[src/rtl/button_event_decoder.sv]
// Button event decoder: turns a debounced button level into short-press,
// long-press and auto-repeat pulses, advancing only on the shared sample tick.
module button_event_decoder #(
    parameter int unsigned LONG_TICKS   = 500,
    parameter int unsigned REPEAT_TICKS = 100
) (
    input  logic i_clk,
    input  logic i_rst_n,
    input  logic i_ena,
    input  logic i_btn,
    output logic o_short,
    output logic o_long,
    output logic o_repeat,
    output logic o_held
);

    typedef enum logic [1:0] {
        StArm,
        StIdle,
        StPress,
        StRepeat
    } state_e;

    // Terminal counts, sized to the 16-bit hold counter.
    localparam logic [15:0] LongLast   = 16'(LONG_TICKS - 1);
    localparam logic [15:0] RepeatLast = 16'(REPEAT_TICKS - 1);

    state_e      state_q, state_d;
    logic [15:0] cnt_q, cnt_d;
    logic        short_q, short_d;
    logic        long_q, long_d;
    logic        repeat_q, repeat_d;

    // Next-state, counter and pulse decode; everything holds between ticks.
    always_comb begin
        state_d  = state_q;
        cnt_d    = cnt_q;
        short_d  = 1'b0;
        long_d   = 1'b0;
        repeat_d = 1'b0;
        if (i_ena) begin
            unique case (state_q)
                // Wait for a released sample so a button held through reset is ignored.
                StArm: begin
                    if (!i_btn) begin
                        state_d = StIdle;
                    end
                end
                StIdle: begin
                    if (i_btn) begin
                        state_d = StPress;
                        cnt_d   = 16'd1;
                    end
                end
                // Release is tested first so it wins over the threshold tick.
                StPress: begin
                    if (!i_btn) begin
                        short_d = 1'b1;
                        state_d = StIdle;
                        cnt_d   = 16'd0;
                    end else if (cnt_q >= LongLast) begin
                        long_d  = 1'b1;
                        state_d = StRepeat;
                        cnt_d   = 16'd0;
                    end else begin
                        cnt_d = cnt_q + 16'd1;
                    end
                end
                StRepeat: begin
                    if (!i_btn) begin
                        state_d = StIdle;
                        cnt_d   = 16'd0;
                    end else if (cnt_q >= RepeatLast) begin
                        repeat_d = 1'b1;
                        cnt_d    = 16'd0;
                    end else begin
                        cnt_d = cnt_q + 16'd1;
                    end
                end
                default: begin
                    state_d = StArm;
                    cnt_d   = 16'd0;
                end
            endcase
        end
    end

    // State, counter and registered pulse outputs.
    always_ff @(posedge i_clk or negedge i_rst_n) begin
        if (!i_rst_n) begin
            state_q  <= StArm;
            cnt_q    <= 16'd0;
            short_q  <= 1'b0;
            long_q   <= 1'b0;
            repeat_q <= 1'b0;
        end else begin
            state_q  <= state_d;
            cnt_q    <= cnt_d;
            short_q  <= short_d;
            long_q   <= long_d;
            repeat_q <= repeat_d;
        end
    end

    assign o_short  = short_q;
    assign o_long   = long_q;
    assign o_repeat = repeat_q;
    assign o_held   = (state_q == StRepeat);

endmodule

[config.mk]
export PLATFORM = sky130hd
export DESIGN_NAME = button_event_decoder
export DESIGN_NICKNAME = d
export VERILOG_FILES = /design/src/rtl/button_event_decoder.sv
export SDC_FILE = /design/constraint.sdc
export NUM_CORES = 1
export LEC_CHECK = 0
export ABC_AREA = 1
export BUFFER_PORTS_ARGS = -buffer_cell sky130_fd_sc_hd__buf_2
export CAP_MARGIN = 25
export CORE_ASPECT_RATIO = 0.6
export CORE_UTILIZATION = 50
export DETAILED_ROUTE_END_ITERATION = 6
export PLACE_DENSITY_LB_ADDON = 0.12
export SLEW_MARGIN = 20
export SYNTH_ARGS = -nofsm -noshare
export SYNTH_HDL_FRONTEND = slang
export SYNTH_SLANG_ARGS = --single-unit
[constraint.sdc]
create_clock -name i_clk -period 1.5 [get_ports i_clk]
set_input_delay 0.075 -clock i_clk [delete_from_list [all_inputs] [get_ports i_clk]]
set_output_delay 0.075 -clock i_clk [all_outputs]
set_load 0.03 [all_outputs]
After elaboration in Yosys (flattened, before gate mapping)
Index checks and enable logic that the tools add are counted.

word-level totals
  register bits after elaboration = 21
  input bits = 4
  output and inout port bits = 4
  logic and storage cells = 41

operators by class
  add/sub/neg operators = 1
  magnitude comparators = 2
  equality and inequality tests = 6
  multiplexer cells = 22
  reduce and logical (&&, ||, !) cells = 5

operators with widths
  cell                     number
  $mux W16                 5
  $pmux W16 S3             1
  $add A16 B1 Y16 const B  1
  $ge A16 B7 Y1 const B    1
  $ge A16 B9 Y1 const B    1
  $mux W1                  11
  $mux W2                  4
  $pmux W2 S3              1
  $eq A2 B2 Y1 const B     2
  $ne A2 B2 Y1 const B     2
  $reduce_and A4 Y1        1
  $ne A3 B3 Y1 const B     1
  $reduce_and A3 Y1        1
  $reduce_bool A3 Y1       1
  $eq A2 B1 Y1 const B     1
  $logic_not A2 Y1         1
  $reduce_or A2 Y1         1

Logic depth before layout (Yosys ltp)
Gate-level depths: netlist (run 1).

  depth in word-level cells = 5
  depth in mapped cells = 8
  depth with buffers taken out = 8

Worst setup path before layout (run 1)
Ideal clock, no wire load.

  path type = flip-flop to flip-flop
  start = register state_q[0]
  end = register cnt_q[2]
  setup time = 74 ps
  arrival time = 1281 ps
  required time = 1426 ps
  path slack = 145 ps
  stages on the path, launching flop included = 8
  buffers on the path = 0
  clock period less this slack = 1355 ps
  cell sequence = dfrtp_1 -> ha_1 -> nand2_1 -> inv_1 -> nand4_1 -> nand2_2 -> nand2_4 -> o21ai_2

between the ends
  cells in the longest elaborated chain, start to end = 3
  elaborated cells between the ends (all ways) = 7
  those cells by class = 4 x eq/ne; 1 x mux; 2 x reduce/logical

RTL lines
  element                              line  source
  from (decl)                          28    state_e state_q, state_d;
  from (signal assigned)               91    state_q <= StArm;
  from (signal assigned)               97    state_q <= state_d;
  $eq A2 B2 Y1 *                       -
  via o_held                           14    output logic o_held
  $reduce_bool A3 Y1 (no source line)  -
  $reduce_and A3 Y1 (no source line)   -
  to (signal assigned)                 98    cnt_q <= cnt_d;
  to (decl)                            29    logic [15:0] cnt_q, cnt_d;

The timed path passes the listed nets; every way through them passes the cells marked *.
A chain may end at the register's enable or synchronous reset.

Worst setup path after layout (run 1)
  start = register cnt_q[0]
  end = register cnt_q[8]

between the ends
  cells in the longest elaborated chain, start to end = 4
  elaborated cells between the ends (all ways) = 8
  those cells by class = 1 x add/sub; 2 x order compare; 5 x mux

RTL lines
  element                                  line    source
  $add A16 B1 Y16 (tied with other cells)  66, 77
  $mux W16 (on tied branches)              73, 61
  $mux W16 (on tied branches)              70, 57
  $pmux W16 S3 *                           42      unique case (state_q)

Every way passes the cells marked *; elsewhere a longest branch is shown, timed or not.

==> flow_summary.ini, run 1 <==
[placement]
dpl_cell_area_sq_mm = 0.001251
hpwl_microns = 1558
port_buffers = 7
gp_congestion = 0.7844

[timing]
max_freq_mhz = 704.2
slew_viol_final = 0
slew_headroom = 0.6780
report.final.hold_viol_count = 0
rsz0062_at_grt = yes
worstMarginPinSlew_ns = 0.4829
finalCritPeriodShare = 0.9468
setup-violations-final = 0
timing.hold.ws_ns = 0.007803
skew_ns = 0.007575
final.min_clock_period_ns = 1.420

[critical_path]
reg2reg_depth = 8
rr_startpoint = cnt_q[0]
startpoint = cnt_q[0]
worst-setup-path-type = reg -> reg
cp.arrival_ns = 1.62
reg2reg_to = cnt_q[8]
reg2reg_slack_ns = 0.08
crit_fanout = 7
crit_required_ns = 1.70
cp-end-kind = flop
startpoint_type = flop

[hold_path]
hold_path_class = in -> reg
worstHoldPathCells = 2
hold_start = i_btn
hold_end = o_short

[yosys]
synth_cell_types = 28
synth_area_per_cell_sq_um = 8.550
syn_inst = 138
syn_area_sq_mm = 0.001180
synth_seq_cells = 21
synth_fp_nets = 147
synth_warnings = 0
ys_seq_area_frac = 0.4454

[power_and_ir_drop]
p_sw_w = 0.0006042
intPower_w = 0.001028
seqPwrFrac = 0.404
p_sw_frac = 0.3702
pwr-share-comb = 0.362
leakage_nw = 0.7264
power.density_mw_per_mm2 = 1213
worst_ir_drop_vdd_mv = 0.7310
pwr-share-clk = 0.233

[cells_and_area]
fill_cells = 197
drive_above_1_share = 0.3026
nets = 162
area_delta_synth_final_pct = 14.00
final_common_cell = nand2_1
antennaDiodeCount = 0
fin_area_sq_mm = 0.001345
final_cell_mix = nand2_1, inv_1, dfrtp_1, nor2_1

[drt]
firstDrtPassIters = 4
drc = 0
wl_per_cell_microns = 12.04
drt_iter0_drc = 27
vias_per_cell = 4.725
vias = 860
ant_nets = 0
wirelength_microns = 2192

[clock_network]
cts_tree = done
clock_latency_ns = 0.27
clkSinkCount = 21
cts_root_buf = clkbuf_8
path_clk_slew_ns = 0.08
cts_buffer_depth = 2
cts_max_level = 1
cts_made_buffers = 3

[floorplan]
die_w_microns = 64.72
dieHeight_microns = 39.63
fp-row-count = 13
pin_count = 8
core_area_sq_mm = 0.002196
start_util = 0.5373
dieArea_sq_mm = 0.002565

[grt]
globalRouteTotalUtil = 0.1874
grt_overflow_total = 0
grt_max_degree = 22
antenna_found_initial = 0
grt_pass1_wl_microns = 3305
grt_pass1_vias = 721

[flow_run]
drv_cap = 0

[run_status]
status = complete, no violations
==> worst max-delay path by stage <==
stage	to	slack (ns)	depth (start not counted)
after floorplan	cnt_q[2]	0.15	7
after global placement	cnt_q[8]	0.1	8
after detailed placement	cnt_q[6]	0.03	8
after CTS	cnt_q[6]	0.01	8
after global routing	state_q[0]	-0.02	6
final	cnt_q[8]	0.08	8
==> power by group through the flow <==
| stage | clock, W | sequential [W] | combinational (W) |
|---|---|---|---|
| final | 0.000381 | 0.000660 | 0.000591 |
| after global routing | 0.000413 | 0.000669 | 0.000645 |
| after CTS | 0.000385 | 0.000663 | 0.000548 |
| after detailed placement | 0 | 0.000674 | 0.000526 |
| after global placement | 0 | 0.000669 | 0.000516 |
| after floorplan | 0 | 0.000670 | 0.000391 |
==> cell usage after synthesis <==
| cell | n | area (sq um) |
|---|---|---|
| nand2_1 | 31 | 116.4 |
| inv_1 | 22 | 82.58 |
| dfrtp_1 | 21 | 525.5 |
| nor2_1 | 10 | 37.54 |
| nand3_1 | 8 | 40.04 |
| o21ai_2 | 7 | 61.31 |
| ha_1 | 5 | 62.56 |
| nand2_2 | 5 | 31.28 |
| nand3_2 | 3 | 30.03 |
| a21oi_1 | 2 | 10.01 |
| inv_2 | 2 | 7.510 |
| nor2_2 | 2 | 12.51 |
| nor2_4 | 2 | 22.52 |
| o21ai_1 | 2 | 10.01 |
| xnor2_1 | 2 | 17.52 |
| xor2_1 | 2 | 17.52 |
| a211oi_1 | 1 | 7.510 |
| a21oi_4 | 1 | 16.27 |
| buf_2 | 1 | 5.000 |
| buf_6 | 1 | 11.26 |
| clkinv_1 | 1 | 3.750 |
| nand2_4 | 1 | 11.26 |
| nand4_1 | 1 | 6.260 |
| nor3_1 | 1 | 5.000 |
| nor3_2 | 1 | 10.01 |
| o21ai_0 | 1 | 5.000 |
| o21bai_1 | 1 | 7.510 |
| or2_2 | 1 | 6.260 |
==> per-layer routing <==
layer | global-route usage | share of wire
met2 | 0.2786 | 0.42
met1 | 0.2527 | 0.52
met4 | 0.05000 | 0.014
met5 | 0 | 0
met3 | 0.07267 | 0.046
==> logic make-up after synthesis <==
group,Yosys count,share of synthesized area
compound gates,15,0.09969
xor+xnor,4,0.02970
fa+ha+maj,5,0.05302
buf+inv,27,0.09331
flops,21,0.4454
simple gates,66,0.2789
==> flip-flops by register name (all words and copies together), names as in the netlist <==
signal,cells
o_short,1
cnt_q,16
o_long,1
state_q,2
o_repeat,1
==> metrics by stage <==
step	util	setup slack [ns]	instances	total power, W	TNS, ns
2_1_floorplan	-	0.1452	138	0.001060	0
3_3_place_gp	0.5698	0.09555	175	0.001185	0
3_5_place_dp	0.5698	0.03292	175	0.001200	0
4_1_cts	0.6011	0.01189	180	0.001596	0
5_1_grt	0.6125	-0.01932	182	0.001727	-0.03752
6_report	0.6125	0.07985	182	0.001632	0
==> repair_timing <==
action,CTS,global route
hold buffers,1,0
pin swaps,1,1
gates resized for setup,3,4
hold endpoints to repair,21,0
endpoints found under the setup margin,8,10
buffers inserted,0,2
==> worst max-delay path, stage by stage (launching register included) <==
cell     delay, ns
dfrtp_1       0.40
ha_2          0.21
nor2_1        0.08
nand2_1       0.10
nand3_2       0.11
nand3_2       0.11
nand2_4       0.11
nand2_4       0.10
o21ai_2       0.12
==> area by class of cell <==
class | instances | area [sq um] | share of cell area
well taps | 30 | 37.54 | 0.02791
flip-flops and latches | 21 | 525.5 | 0.3907
inverters | 25 | 93.84 | 0.06977
multi-input cells | 90 | 566.8 | 0.4214
repair buffers | 12 | 75.07 | 0.05581
clock buffers | 3 | 41.29 | 0.03070
clock inverters | 1 | 5.005 | 0.003721
Note: power is estimated with default switching activity, not from simulation.
==> run 2, diff against run 1 <==
--- a/config.mk
+++ b/config.mk
@@ -9,9 +9,11 @@
 export BUFFER_PORTS_ARGS = -buffer_cell sky130_fd_sc_hd__buf_2
 export CAP_MARGIN = 25
 export CORE_ASPECT_RATIO = 0.6
+export CORE_MARGIN = 4
 export CORE_UTILIZATION = 50
 export DETAILED_ROUTE_END_ITERATION = 6
 export PLACE_DENSITY_LB_ADDON = 0.12
+export SETUP_SLACK_MARGIN = 0.3
 export SLEW_MARGIN = 20
 export SYNTH_ARGS = -nofsm -noshare
 export SYNTH_HDL_FRONTEND = slang
==> run 2 against run 1 <==
Critical path depth is the same. Wire length is 14% higher. Power is 17% higher.
==> flow_summary.ini, run 2 (synthesized netlist as in run 1, its figures left out) <==
[placement]
port_buffers = 7
gp_congestion = 0.7912
dp_cells = 174
hpwl_microns = 1615

[drt]
wirelength_microns = 2508
vias = 964
wl_per_cell_microns = 12.99
ant_nets = 0
drc = 0
vias_per_cell = 4.995
firstDrtPassIters = 4
drt_iter0_drc = 56

[clock_network]
cts_max_level = 1
path_clk_slew_ns = 0.08
clock_latency_ns = 0.26
cts_made_buffers = 3
clkSinkCount = 21
cts_root_buf = clkbuf_8
cts_tree = done
cts_buffer_depth = 2

[critical_path]
reg2reg_slack_ns = 0.05
crit_family = simple AND/OR/NAND/NOR gates
startpoint_type = flop
rr_startpoint = cnt_q[1]
reg2reg_to = cnt_q[4]
crit_required_ns = 1.70
startpoint = cnt_q[1]
cp_slowest_cell = dfrtp_1
reg2reg_depth = 8
max_stage_delay_ns = 0.39
cp.arrival_ns = 1.65
cp.depth = 8
worst-setup-path-type = reg -> reg
cp-end-kind = flop
cp_cell_sequence = ha_2 > nor2_1 > nand2_1 > nand3_2 > nand4_1 > nand2_4 > nand2_8 > o21ai_2
crit_fanout = 7
crit_path_end = cnt_q[4]
critical_path_buf_inv_count = 0

[grt]
grtUsageMet2 = 0.2762
grt_pass1_wl_microns = 4091
grt_overflow_total = 0
globalRouteTotalUtil = 0.1672
grtUsageMet1 = 0.2238
grt_pass1_vias = 896
antenna_found_initial = 0
grt_busiest_layer = met2
grtUsageMet3 = 0.04846
grt_max_degree = 22

[timing]
finalCritPeriodShare = 0.9640
slew_viol_final = 0
skew_ns = 0.005026
setup-violations-final = 0
rsz0062_at_grt = yes
max_freq_mhz = 691.5
setup-tns-final_ns = 0
final.min_clock_period_ns = 1.446
worstMarginPinSlew_ns = 0.4676
report.final.hold_viol_count = 0
slew_headroom = 0.6883

[cells_and_area]
drive_above_1_share = 0.3742
final_cell_mix = nand2_1, inv_1, dfrtp_1, buf_4, nor2_1
regMostFlops = cnt_q
multi_input_area_sq_um = 608.1
fill_cells = 185
largest_reg_flops = 16
reg_top3 = cnt_q: 16 flops, state_q: 2 flops
finalNonFillerCells = 193
antennaDiodeCount = 0
final_common_cell = nand2_1
nets = 173
final-seq-area_sq_um = 526.8
area_delta_synth_final_pct = 25.56

[floorplan]
pin_count = 8
dieArea_sq_mm = 0.003227
die_w_microns = 70.72
dieHeight_microns = 45.63
start_util = 0.5334
core_area_sq_mm = 0.002212
fp-row-count = 13

[hold_path]
hold_path_class = in -> reg

[run_status]
status = complete, no violations

[power_and_ir_drop]
leakage_nw = 0.7744
power.density_mw_per_mm2 = 1292
worst_ir_drop_vdd_mv = 0.9091

[flow_run]
drv_cap = 0
-- run 2: metal layers --
metal | up-vias | part of all wire
li1 | 475 | -
met1 | 465 | 0.47
met2 | 19 | 0.48
met3 | 5 | 0.039
met4 | 0 | 0.010
met5 | - | 0
-- run 2: final cells by class --
type                            count  area share
Multi-Input combinational cell     90      0.4105
Timing Repair Buffer               23      0.1140
Clock buffer                        3     0.02787
Tap cell                           30     0.02534
Sequential cell                    21      0.3556
Clock inverter                      1    0.003378
Inverter                           25     0.06334
-- run 2: through the flow --
stage | hold WS [ns] | util | area [sq um] | worst slack, ns | total power (W)
after global placement | 0.04677 | 0.5690 | 1259 | 0.1196 | 0.001207
after CTS | 0.01515 | 0.6414 | 1419 | 0.1026 | 0.001774
final | 0.02045 | 0.6697 | 1481 | 0.05396 | 0.001913
after detailed placement | 0.05449 | 0.5690 | 1259 | 0.06462 | 0.001217
after global routing | 0.02957 | 0.6697 | 1481 | -0.02270 | 0.002026
after floorplan | -0.2206 | - | 1201 | 0.2222 | 0.001104
-- run 2: how the worst min path moves through the flow --
stage,start,endpoint,depth (start not counted)
6_report,i_btn,o_short,2
5_1_grt,i_btn,o_short,2
4_1_cts,i_btn,o_short,2
3_5_place_dp,i_rst_n,cnt_q[2],1
3_3_place_gp,i_rst_n,cnt_q[3],1
2_1_floorplan,i_rst_n,cnt_q[0],0
-- run 2: repair_timing --
| action | CTS | global route |
|---|---|---|
| endpoints found under the hold margin | 21 | 0 |
| gates cloned | 0 | 1 |
| endpoints found under the setup margin | 18 | 21 |
| setup buffers | 12 | 1 |
| hold buffers | 1 | 0 |
| resized for setup | 4 | 12 |
| pin swaps | 7 | 7 |
-- run 2: power by group --
group	internal, W	switching (W)	leakage [nW]
Sequential	0.000617	0.0000539	0.285
Combinational	0.000407	0.000459	0.464
Clock	0.000185	0.000190	0.0255
